===== config.mk =====
export PLATFORM = sky130hd
export DESIGN_NAME = axis_ingress
export DESIGN_NICKNAME = d
export VERILOG_FILES = /design/src/rtl/etherparse_pkg.sv /design/src/rtl/axis_skid_buffer.sv /design/src/rtl/axis_ingress.sv
export SDC_FILE = /design/constraint.sdc
export NUM_CORES = 1
export LEC_CHECK = 0
export CORE_MARGIN = 1
export CORE_UTILIZATION = 30
export CTS_CLUSTER_SIZE = 40
export DETAILED_ROUTE_END_ITERATION = 10
export PLACE_DENSITY = 0.53
export SYNTH_ARGS = -nofsm -noshare
export SYNTH_HDL_FRONTEND = slang
export SYNTH_SLANG_ARGS = --single-unit

===== constraint.sdc =====
create_clock -name clk -period 12.1 [get_ports clk]
set_input_delay 3.63 -clock clk [delete_from_list [all_inputs] [get_ports clk]]
set_output_delay 3.63 -clock clk [all_outputs]
set_load 0.1 [all_outputs]

===== src/rtl/etherparse_pkg.sv =====
// Shared definitions for the Ethernet parse/ingress path.
//   ingress_state_t  : frame FSM state of axis_ingress
//   TUSER_ERR_BIT    : tuser bit that carries the frame error flag
//   ETH64_MAX_BEATS  : longest legal frame in 64-bit beats
package etherparse_pkg;

  typedef enum logic [1:0] {
    ST_IDLE,
    ST_IN_FRAME,
    ST_DROP
  } ingress_state_t;

  localparam int unsigned TUSER_ERR_BIT   = 0;
  localparam int unsigned ETH64_MAX_BEATS = 190;

endpackage


===== src/rtl/axis_skid_buffer.sv =====
// Two-entry skid buffer: registered output stage plus one skid register.
// Gives full throughput with every output and s_ready registered.
//   clk, rst          : clock, synchronous active-high reset
//   s_data/valid/ready: upstream handshake (s_ready == skid register empty)
//   m_data/valid/ready: downstream handshake
module axis_skid_buffer #(
  parameter int unsigned WIDTH = 8
) (
  input  logic             clk,
  input  logic             rst,
  input  logic [WIDTH-1:0] s_data,
  input  logic             s_valid,
  output logic             s_ready,
  output logic [WIDTH-1:0] m_data,
  output logic             m_valid,
  input  logic             m_ready
);

  logic [WIDTH-1:0] skid_data;
  logic             skid_valid;
  logic             in_acc;
  logic             out_free;

  assign in_acc   = s_valid && s_ready;
  assign out_free = !m_valid || m_ready;

  // s_ready is low whenever the skid holds a beat, so an accept never
  // coincides with a skid drain.
  always_ff @(posedge clk) begin
    if (rst) begin
      m_valid    <= 1'b0;
      skid_valid <= 1'b0;
      s_ready    <= 1'b0;
    end else begin
      if (out_free) begin
        if (skid_valid) begin
          m_data     <= skid_data;
          m_valid    <= 1'b1;
          skid_valid <= 1'b0;
        end else begin
          m_valid <= in_acc;
          if (in_acc) m_data <= s_data;
        end
      end else if (in_acc) begin
        skid_data  <= s_data;
        skid_valid <= 1'b1;
      end
      s_ready <= out_free || !(skid_valid || in_acc);
    end
  end

endmodule


===== src/rtl/axis_ingress.sv =====
// AXI-stream ingress boundary. Registers the external stream through a
// skid buffer, truncates frames longer than MAX_BEATS (flagging the last
// delivered beat via tuser[0]) and keeps saturating frame/truncation counters.
//   clk, rst            : clock, synchronous active-high reset
//   s_t*                : external stream in
//   m_t*                : internal stream out
//   frame_count         : frames delivered (saturating)
//   trunc_count         : truncated frames delivered (saturating)
module axis_ingress
  import etherparse_pkg::*;
#(
  parameter int unsigned DATA_WIDTH = 64,
  parameter int unsigned USER_WIDTH = 1,
  parameter int unsigned MAX_BEATS  = ETH64_MAX_BEATS,
  parameter int unsigned CNT_WIDTH  = 32
) (
  input  logic                  clk,
  input  logic                  rst,
  input  logic [DATA_WIDTH-1:0] s_tdata,
  input  logic                  s_tvalid,
  output logic                  s_tready,
  input  logic                  s_tlast,
  input  logic [USER_WIDTH-1:0] s_tuser,
  output logic [DATA_WIDTH-1:0] m_tdata,
  output logic                  m_tvalid,
  input  logic                  m_tready,
  output logic                  m_tlast,
  output logic [USER_WIDTH-1:0] m_tuser,
  output logic [CNT_WIDTH-1:0]  frame_count,
  output logic [CNT_WIDTH-1:0]  trunc_count
);

  localparam int unsigned CW = $clog2(MAX_BEATS + 1);
  // Payload carries a private truncation marker next to tlast so that an
  // upstream tuser error is never counted as a truncation.
  localparam int unsigned PW = DATA_WIDTH + USER_WIDTH + 2;

  ingress_state_t        state;
  logic [CW-1:0]         beat_cnt;
  logic                  in_acc;
  logic                  out_xfer;
  logic                  at_limit;
  logic                  trunc_now;
  logic                  enq_valid;
  logic                  enq_last;
  logic [USER_WIDTH-1:0] enq_user;
  logic [PW-1:0]         enq_payload;
  logic [PW-1:0]         m_payload;
  logic                  m_trunc;

  assign in_acc    = s_tvalid && s_tready;
  assign out_xfer  = m_tvalid && m_tready;
  assign at_limit  = (beat_cnt == CW'(MAX_BEATS - 1));
  assign trunc_now = (state == ST_IN_FRAME) && at_limit && !s_tlast;
  assign enq_valid = s_tvalid && (state != ST_DROP);
  assign enq_last  = s_tlast || trunc_now;

  always_comb begin
    enq_user = s_tuser;
    if (trunc_now) enq_user[TUSER_ERR_BIT] = 1'b1;
  end

  assign enq_payload = {trunc_now, enq_last, enq_user, s_tdata};
  assign {m_trunc, m_tlast, m_tuser, m_tdata} = m_payload;

  // In DROP the skid sees no valid, but s_tready still follows the skid, so
  // dropped beats are consumed whenever the skid has room.
  axis_skid_buffer #(
    .WIDTH (PW)
  ) u_skid (
    .clk     (clk),
    .rst     (rst),
    .s_data  (enq_payload),
    .s_valid (enq_valid),
    .s_ready (s_tready),
    .m_data  (m_payload),
    .m_valid (m_tvalid),
    .m_ready (m_tready)
  );

  always_ff @(posedge clk) begin
    if (rst) begin
      state       <= ST_IDLE;
      beat_cnt    <= '0;
      frame_count <= '0;
      trunc_count <= '0;
    end else begin
      if (in_acc) begin
        case (state)
          ST_IDLE: begin
            if (!s_tlast) begin
              state    <= ST_IN_FRAME;
              beat_cnt <= CW'(1);
            end
          end
          ST_IN_FRAME: begin
            if (s_tlast) begin
              state    <= ST_IDLE;
              beat_cnt <= '0;
            end else if (at_limit) begin
              state <= ST_DROP;
            end else begin
              beat_cnt <= beat_cnt + CW'(1);
            end
          end
          ST_DROP: begin
            if (s_tlast) begin
              state    <= ST_IDLE;
              beat_cnt <= '0;
            end
          end
          default: begin
            state    <= ST_IDLE;
            beat_cnt <= '0;
          end
        endcase
      end

      if (out_xfer && m_tlast) begin
        if (frame_count != '1) frame_count <= frame_count + CNT_WIDTH'(1);
        if (m_trunc && (trunc_count != '1)) trunc_count <= trunc_count + CNT_WIDTH'(1);
      end
    end
  end

endmodule


==> results.md <==
- Worst Hold Class: reg -> reg
- CTS H-tree lvls: 1
- Buf+Inv Stages, Crit Path: 1
- Required time worst endpoint: 8.47 ns
- First-pass GRT wire length: about 34 mm
- I/O Buffers: between 200 and 250
- Worst VDD drop: 85.99 µV
- Worst r2r path cells: 7
- Die Area: ~32000 µm²
- Post-Synthesis Cells: approximately 760
- Clock Tree Buf Depth: 3
- Hold Path Origin: beat_cnt[1]
- PnR worst setup slack: roughly 6.2 ns
- PD cells: 129.7 nW/µm²
- DRT Wirelength: 21.72 mm
- Hold path depth: 2
- GRT Overall Usage: 0.1333
- GRT Residual Overflow: 0
- R2R setup slack: 9.30 ns
- Vias in the first global route: approximately 6100
- Slew HR: 0.2767
- Number of post-CTS setup repair buffers: 0
- Sequential area share after synthesis: 0.5967
- Hold_buf cts: 0
- Final HPWL DP: 13.99 mm
- Die height: approximately 180 µm
- Critical path depth in cells: 1
- Critical path arrival: between 2 and 2.5 ns
- Gpl congestion: 0.7749
- Max incr delay on CP: 1.20 ns
- IO Pins: 202
- Worst skew pair latency: 0.51 ns
- CP startpoint kind: flop
- FP Rows: between 60 and 70
- Initial Util: 0.3049
- DRC Markers: 0
- Minimum clock period: 5.862 ns
- Final period util: 0.4844
- Max-Cap Viols: 0
- Final Hold Fails: 0
- Slew Limit Fails: 0
- Cell breakdown of the critical path: clkdlybuf4s50_1
- Initial DRC Count: 337
- Worst Setup End Kind: output port
- Via count: ~6300
- Layout Nets: approximately 970
- CTS buffer count: 25
- Post_cts resized: 0
- WHS Endpoint: beat_cnt[1]
- Count of different cell masters after synthesis: 51
- Remaining antenna violation count: 0
- Slowest cell on crit path: clkdlybuf4s50_1
- Initial antenna violation count: 0
- Dpl ws: a little over 6 ns
- Total negative setup slack: 0 ns
- Post-synthesis cell area: 9326 µm²
- Number of flops mapped to enable cells by yosys: 134
- Fillers: 2945
- CTS sink cnt: 211
- Die span in x: about 180 µm
- Root Driver: clkbuf_16
- CP Max Fanout: 9
- CTS tree: built
- Layout Area Growth over Synthesis: 28.24%
- Status: completed
- Crit Path Class: reg -> out
- N_diodes: 0
- Achievable Freq: 170.6 MHz
- Core ar.: 30590 µm²
- Post-synth ARST share: 0
- Pre-antenna DRT Iters: 4
- Syn Nets: 833
- Clock slew at the register clock pins of the worst setup and hold paths: approximately 0.060 ns
- Most common flop cell mapped by yosys: edfxtp_1
- Leakage: 0.003809 µW
- Layout cells sized above 1: 0.1444
- Synth warn: 0
- Hold_ws: 0.5049 ns
- Least-Margin Pin Slew: around 1.1 ns
- DR WL/cell: 16.67 µm
- CP top delay family: buffers and inverters
- Setup Skew: ~0.0086 ns
- Final setup viols: 0
- R2r startpoint: trunc_count[0]
- Largest net degree at the start of global routing: approximately 70
- RSZ-0062 raised after global routing: false
- Reg2Reg Capture Point: trunc_count[21]
- Via density: 4.820
- Syn_area_per_cell: 12.29 µm²
- Seq cells post-synth: about 210
==> worst max-delay path by stage <==
stage,start,to,slack [ns]
3_3_place_gp,m_tready,trunc_count[25],6.07
6_report,trunc_count[17],trunc_count[17],6.24
3_5_place_dp,m_tready,trunc_count[21],6.04
4_1_cts,u_skid.m_valid,m_tvalid,6.20
5_1_grt,trunc_count[17],trunc_count[17],6.16
2_1_floorplan,rst,u_skid.skid_data[0],2.56
==> layout by cell type, fill, tap and decap left out, drive strengths merged, types with 2 or more instances in the layout <==
master         count
nor3               7
a2111oi            5
mux2              77
or3b               3
nand4b             2
xnor2             21
o211ai             2
a21o               2
a311oi             4
a21oi             35
dfxtp             77
nor4b              2
and3               7
ha                 4
nor4              14
and2               2
a211oi             3
buf                6
nand3             25
nand2             29
nand2b             2
or3               15
edfxtp           134
clkinv            12
nor3b              2
nor2b             13
or4               13
nor2              56
xor2              10
inv               11
clkdlybuf4s50    200
nand4             34
a31o               2
or2                4
o31ai             10
and4               9
o21ai             21
clkbuf            28
==> per-layer routing <==
| layer | part of all wire | global-route usage |
|---|---|---|
| met1 | 0.46 | 0.1792 |
| met2 | 0.45 | 0.2150 |
| met3 | 0.073 | 0.03176 |
| met5 | 0 | 0 |
| met4 | 0.016 | 0.03249 |
==> through the flow <==
| stage | utilization | instances | area [µm²] | power, µW |
|---|---|---|---|---|
| final | 0.3910 | 1303 | 11960 | 1552 |
| after global routing | 0.3910 | 1303 | 11960 | 1610 |
| after CTS | 0.3910 | 1303 | 11960 | 1582 |
| after detailed placement | 0.3685 | 1263 | 11270 | 915.2 |
| after global placement | 0.3685 | 1263 | 11270 | 914.7 |
| after floorplan | - | 759 | 9326 | 877.6 |
==> Yosys cell counts (2+ instances only) <==
cell type / instances / share of area
a2111oi_0: 5 / 0.0047
a211oi_1: 3 / 0.0024
a21o_1: 2 / 0.0016
a21oi_1: 35 / 0.019
a311oi_1: 4 / 0.0038
a31o_2: 2 / 0.0019
and2_1: 2 / 0.0013
and3_1: 7 / 0.0047
and4_1: 9 / 0.0085
buf_1: 6 / 0.0024
buf_2: 2 / 0.0011
buf_4: 64 / 0.052
clkbuf_1: 24 / 0.0097
dfxtp_1: 77 / 0.17
edfxtp_1: 134 / 0.43
ha_1: 4 / 0.0054
inv_1: 11 / 0.0044
mux2_2: 71 / 0.086
mux2_4: 5 / 0.0080
nand2_1: 29 / 0.012
nand2b_1: 2 / 0.0013
nand3_1: 25 / 0.013
nand4_1: 33 / 0.022
nand4b_1: 2 / 0.0019
nor2_1: 56 / 0.023
nor2b_1: 13 / 0.0087
nor3_1: 7 / 0.0038
nor3b_1: 2 / 0.0016
nor4_1: 11 / 0.0074
nor4_4: 2 / 0.0046
nor4b_1: 2 / 0.0019
o21ai_0: 21 / 0.011
o31ai_1: 10 / 0.0080
or2_2: 4 / 0.0027
or3_1: 15 / 0.010
or3b_2: 2 / 0.0019
or4_1: 13 / 0.010
xnor2_1: 21 / 0.020
xor2_1: 10 / 0.0094
==> cells by family (layout without fill, tap and decap cells) <==
logic type,after synthesis,after routing,synth area share
flip-flops,211,211,0.5967
buffers and inverters,109,257,0.07083
AND/OR/NAND/NOR,240,240,0.1454
multiplexers,78,78,0.09606
AO/OA/AOI/OAI,86,86,0.05648
XOR/XNOR,31,31,0.02911
adder cells (fa/ha/maj),4,4,0.005366
==> report_power, final <==
| part | internal [µW] | switching [µW] |
|---|---|---|
| Sequential | 776 | 4.73 |
| Combinational | 42.0 | 76.5 |
| Clock | 371 | 282 |
| Total | 1190 | 363 |
==> sequential cells by signal (all words and copies together) (netlist names) <==
register,count
u_skid.m_data,67
u_skid.skid_data,67
frame_count,32
trunc_count,32
beat_cnt,8
state,2
u_skid.m_valid,1
u_skid.s_ready,1
u_skid.skid_valid,1
==> cell type report <==
type,instances,area (µm²),area share
inverter,11,41.29,0.003452
clock inverter,12,50.05,0.004185
clock buffer,28,636.9,0.05325
tap,396,495.5,0.04143
sequential,211,5569,0.4656
multi-input combinational,439,3123,0.2611
timing repair buffer,206,2044,0.1709
Power figures use the tool's default switching activity.
